===== config.mk =====
export PLATFORM = sky130hd
export DESIGN_NAME = opcode_exec_stage
export DESIGN_NICKNAME = d
export VERILOG_FILES = /design/src/rtl/opcode_exec_stage.sv
export SDC_FILE = /design/constraint.sdc
export NUM_CORES = 1
export LEC_CHECK = 0
export BUFFER_PORTS_ARGS = -buffer_cell sky130_fd_sc_hd__clkbuf_2
export CORE_AREA = 2 2 75 77
export CTS_BUF_LIST = sky130_fd_sc_hd__clkbuf_8
export DETAILED_ROUTE_END_ITERATION = 8
export DIE_AREA = 0 0 77 79
export PLACE_DENSITY = 0.87
export SLEW_MARGIN = 25
export SYNTH_ARGS = -nofsm -noshare
export SYNTH_HDL_FRONTEND = slang
export SYNTH_SLANG_ARGS = --single-unit
export TNS_END_PERCENT = 10

===== constraint.sdc =====
create_clock -name clock -period 2.53 [get_ports clock]
set_input_delay 0.1265 -clock clock [delete_from_list [all_inputs] [get_ports clock]]
set_output_delay 0.1265 -clock clock [all_outputs]
set_load 0.005 [all_outputs]

===== src/rtl/opcode_exec_stage.sv =====
// Accumulator execute stage: nop/add/sub on a WIDTH-bit accumulator behind a
// single-entry registered output with valid/ready handshakes on both sides,
// plus a sticky error flag and saturating debug counters.
module opcode_exec_stage #(
    parameter int unsigned WIDTH     = 8,
    parameter int unsigned CNT_WIDTH = 16
) (
    input  logic                 clock,
    input  logic                 reset_n,
    input  logic                 in_valid,
    output logic                 in_ready,
    input  logic [4:0]           in_opcode,
    input  logic [WIDTH-1:0]     in_operand,
    output logic                 out_valid,
    input  logic                 out_ready,
    output logic [WIDTH-1:0]     out_acc,
    output logic [4:0]           out_opcode,
    output logic                 out_carry,
    output logic                 out_invalid,
    output logic                 err_sticky,
    output logic [CNT_WIDTH-1:0] instr_count,
    output logic [CNT_WIDTH-1:0] invalid_count
);

    typedef enum logic [4:0] {
        OP_NOP = 5'd0,
        OP_ADD = 5'd1,
        OP_SUB = 5'd2
    } opcode_e;

    logic                 accept;
    logic                 consume;
    logic [WIDTH:0]       sum_w;
    logic [WIDTH:0]       diff_w;

    logic [WIDTH-1:0]     acc_q,       acc_d;
    logic [4:0]           opcode_q,    opcode_d;
    logic                 carry_q,     carry_d;
    logic                 invalid_q,   invalid_d;
    logic                 valid_q,     valid_d;
    logic                 err_q,       err_d;
    logic [CNT_WIDTH-1:0] icnt_q,      icnt_d;
    logic [CNT_WIDTH-1:0] vcnt_q,      vcnt_d;

    assign in_ready = !valid_q || out_ready;
    assign accept   = in_valid && in_ready;
    assign consume  = valid_q && out_ready;

    // Next-state: execute the offered instruction, commit only on accept
    always_comb begin
        sum_w     = {1'b0, acc_q} + {1'b0, in_operand};
        diff_w    = {1'b0, acc_q} - {1'b0, in_operand};
        acc_d     = acc_q;
        opcode_d  = opcode_q;
        carry_d   = carry_q;
        invalid_d = invalid_q;
        valid_d   = valid_q;
        err_d     = err_q;
        icnt_d    = icnt_q;
        vcnt_d    = vcnt_q;
        if (accept) begin
            opcode_d  = in_opcode;
            valid_d   = 1'b1;
            carry_d   = 1'b0;
            invalid_d = 1'b0;
            if (icnt_q != '1) icnt_d = icnt_q + CNT_WIDTH'(1);
            case (opcode_e'(in_opcode))
                OP_NOP: ;
                OP_ADD: begin
                    acc_d   = sum_w[WIDTH-1:0];
                    carry_d = sum_w[WIDTH];
                end
                OP_SUB: begin
                    // MSB of the zero-extended difference is the borrow
                    acc_d   = diff_w[WIDTH-1:0];
                    carry_d = diff_w[WIDTH];
                end
                default: begin
                    invalid_d = 1'b1;
                    err_d     = 1'b1;
                    if (vcnt_q != '1) vcnt_d = vcnt_q + CNT_WIDTH'(1);
                end
            endcase
        end else if (consume) begin
            valid_d = 1'b0;
        end
    end

    // State registers with synchronous active-low reset
    always_ff @(posedge clock) begin
        if (!reset_n) begin
            acc_q     <= '0;
            opcode_q  <= '0;
            carry_q   <= 1'b0;
            invalid_q <= 1'b0;
            valid_q   <= 1'b0;
            err_q     <= 1'b0;
            icnt_q    <= '0;
            vcnt_q    <= '0;
        end else begin
            acc_q     <= acc_d;
            opcode_q  <= opcode_d;
            carry_q   <= carry_d;
            invalid_q <= invalid_d;
            valid_q   <= valid_d;
            err_q     <= err_d;
            icnt_q    <= icnt_d;
            vcnt_q    <= vcnt_d;
        end
    end

    assign out_acc       = acc_q;
    assign out_opcode    = opcode_q;
    assign out_carry     = carry_q;
    assign out_invalid   = invalid_q;
    assign out_valid     = valid_q;
    assign err_sticky    = err_q;
    assign instr_count   = icnt_q;
    assign invalid_count = vcnt_q;

endmodule


==> flow_metrics.py <==
metrics = {
    "hold_path": {
        "min_to": "out_opcode[4]$_SDFFE_PN0P_",
        "hold_depth": 3,
        "hp-class": "in -> reg",
        "hp-start": "in_opcode[4]",
    },
    "timing": {
        "hold_viol_final": 0,
        "maxSlewHeadroom_pct": 58.6,
        "worst_slack_ns": 0.405,
        "setup-violations-final": 0,
        "worstMarginPinSlew_ns": 0.615,
        "slew_viol_final": 0,
        "min_period_over_period_pct": 84.0,
        "fmax_ghz": 0.471,
        "rsz0062_at_grt": "no",
        "setup_tns_ns": 0,
        "skew_ns": 0.00728,
        "finalCriticalPeriod_ns": 2.12,
    },
    "power_and_ir_drop": {
        "leakagePower_nw": 1.43,
        "ir_worst_vdd_v": 0.000287,
        "cellPowerDensity_nw_per_um2": 434,
    },
    "route": {
        "drt_iter0_markers": 190,
        "totalWireLength_mm": 6.12,
        "antenna_left": 0,
        "routedWlPerCell_um": 12.9,
        "via_count": 2608,
        "vias_per_cell": 5.49,
        "drc": 0,
        "drt_first_pass_iters": 4,
    },
    "yosys": {
        "syn_nets": 373,
        "synthCells": 336,
        "yosysWarnings": 0,
        "yosysTopAreaCell": "dfxtp_1",
        "ys_seq_area_share_pct": 34.8,
        "yosysMostFrequentCell": "dfxtp_1",
        "synth_commonest_cells": "dfxtp_1, nor2_1, nand2_1, xnor2_1, inv_1",
        "synth_ff_type": "dfxtp_1",
        "synth.avg_cell_area_um2": 8.39,
        "synth.top_cell.area_share_pct": 34.8,
        "yosys_register_bits": 49,
        "syn-cell-area_um2": 2820,
        "synth_edf_count": 0,
        "synthArstFlopShare_pct": 0,
        "synthTopCellsByArea": "dfxtp_1, ha_1, xnor2_1",
        "ys_types": 53,
    },
    "worst_setup_path": {
        "worstPathArrival_ns": 2.38,
        "worst_ep_required_time_ns": 2.78,
        "critPathSlowestCell": "fa_1",
        "end_kind": "flop",
        "r2r_slack_ns": 0.41,
        "cp_slowest_stage_delay_ns": 0.39,
        "path_max_fanout": 4,
        "start_kind": "flop",
        "r2r-end": "out_carry$_SDFFE_PN0P_",
        "reg2reg_depth": 10,
        "crit_chain": "inv_1 -> ha_1 -> inv_1 -> fa_1 -> a21oi_1 -> nor2_1 -> a21oi_1 -> nand2b_1 -> a2111oi_0 -> o31a_1",
        "worstReg2RegStart": "out_acc[0]$_SDFFE_PN0P_",
        "crit_type": "reg -> reg",
        "cp_top_family": "compound AO/OA/AOI/OAI gates",
        "path_buf_inv": 2,
    },
    "grt": {
        "grt-ovfl-total": 0,
        "grt_usage_pct": 21.2,
        "antenna_found_initial": 0,
        "grt_pass1_vias": 2414,
        "grt_max_degree": 22,
        "grt_pass1_wl_mm": 10.6,
    },
    "cells_and_area": {
        "nets": 439,
        "multiInputGateArea_um2": 1700,
        "fillers": 490,
        "areaGrowthSynthToFinish_pct": 16.6,
        "n_antenna_cell": 0,
        "drive_above_1_share_pct": 21.6,
        "ff_latch_area_um2": 981,
    },
    "clocking": {
        "post_cts_buffers": 0,
        "clock-root-buffer": "clkbuf_8",
        "clock_path_buffers": 2,
        "cts_num_sinks": 49,
        "clk_pin_slew_worst_paths_ns": 0.09,
        "cts_htree_levels": 2,
        "clk_latency_ns": 0.31,
        "cts_tree": "yes",
        "postCtsHoldBufs": 0,
        "cts_inserted_buffers": 5,
        "cts_resized": 0,
    },
    "placement": {
        "port-buffer-count": 66,
        "hpwlAfterDp_mm": 4.68,
        "place_congestion": 0.910,
        "detailedPlace.worstSlack_ns": 0.443,
    },
    "die": {
        "core_um2": 5340,
        "die_area_um2": 6080,
        "die_h_um": 79,
        "ios": 67,
        "start_util_pct": 52.8,
        "die_width_um": 77,
        "std_cell_rows": 27,
    },
    "outcome": {
        "status": "completed",
    },
    "run": {
        "drv_cap": 0,
    },
}
[placed cells by master, fill, tap and decap left out, drive strengths merged, types with 4 or more instances in the layout]
| master | netlist | final |
|---|---|---|
| xnor2 | 21 | 21 |
| nor4 | 8 | 8 |
| dfxtp | 49 | 49 |
| inv | 19 | 20 |
| a211oi | 5 | 5 |
| nand4 | 8 | 8 |
| buf | 4 | 4 |
| clkbuf | 6 | 71 |
| xor2 | 8 | 8 |
| and3 | 4 | 4 |
| nand2 | 28 | 28 |
| mux2i | 4 | 4 |
| nand3 | 17 | 17 |
| o21ai | 9 | 9 |
| nor2 | 46 | 46 |
| nor3 | 10 | 10 |
| o31ai | 4 | 4 |
| a21oi | 18 | 18 |
| ha | 18 | 18 |
[stage by stage]
| step | utilization, % | instance area, µm² | power (mW) | hold slack (ns) | cells |
|---|---|---|---|---|---|
| finish | 61.6 | 3290 | 1.43 | 0.0448 | 475 |
| global route | 61.6 | 3290 | 1.50 | 0.0453 | 475 |
| CTS | 61.6 | 3290 | 1.44 | 0.0386 | 475 |
| detailed placement | 60.1 | 3210 | 1.00 | 0.369 | 467 |
| global placement | 60.1 | 3210 | 0.995 | 0.362 | 467 |
| floorplan | - | 2820 | 0.938 | 0.256 | 336 |
[final cells by class]
cell class | count | share of cell area [%]
sequential | 49 | 29.8
clock inverter | 3 | 0.419
timing repair buffer | 70 | 11.0
clock buffer | 5 | 2.09
tap | 72 | 2.74
multi-input combinational | 256 | 51.7
inverter | 20 | 2.28
[power breakdown]
part / switching (mW) / leakage (nW) / internal, mW
clock: 0.256 / 0.0491 / 0.188
sequential: 0.0168 / 0.397 / 0.789
combinational: 0.102 / 0.987 / 0.0753
total: 0.374 / 1.43 / 1.05
[metal layers]
layer  global-route usage (%)  vias up  routed length, µm
met3                     3.75       11                355
met1                     26.0     1210               2730
met4                     9.29        0                108
met5                        0        -                  0
li1                         -     1301                  -
met2                     36.7       86               2920
[sequential cells by signal, indices dropped and copies added (netlist names)]
signal / flops
invalid_count: 16
out_carry: 1
err_sticky: 1
instr_count: 16
out_opcode: 5
out_acc: 8
out_invalid: 1
out_valid: 1
[worst max-delay path by stage]
stage	start	end	slack [ns]	depth (start not counted)
after floorplan	out_acc[0]$_SDFFE_PN0P_	out_carry$_SDFFE_PN0P_	0.56	10
after detailed placement	out_acc[0]$_SDFFE_PN0P_	out_carry$_SDFFE_PN0P_	0.44	10
final	out_acc[0]$_SDFFE_PN0P_	out_carry$_SDFFE_PN0P_	0.41	10
after global routing	out_acc[0]$_SDFFE_PN0P_	out_carry$_SDFFE_PN0P_	0.22	10
after global placement	out_acc[0]$_SDFFE_PN0P_	out_carry$_SDFFE_PN0P_	0.44	10
after CTS	out_acc[0]$_SDFFE_PN0P_	out_carry$_SDFFE_PN0P_	0.40	10
[logic make-up after synthesis]
logic type,share of synthesized area [%]
AOI/OAI and AO/OA,14.2
xor gates and xnor gates,9.01
adders and majority gates,9.41
buffers and inverters,4.93
DFF,34.8
muxes,2.40
and+or+nand+nor,25.3
[worst min-delay path, stage by stage]
cell and delay [ns]:
clkbuf_2 0.09, nand2_1 0.05, a21oi_1 0.05
Power figures use the tool's default switching activity.
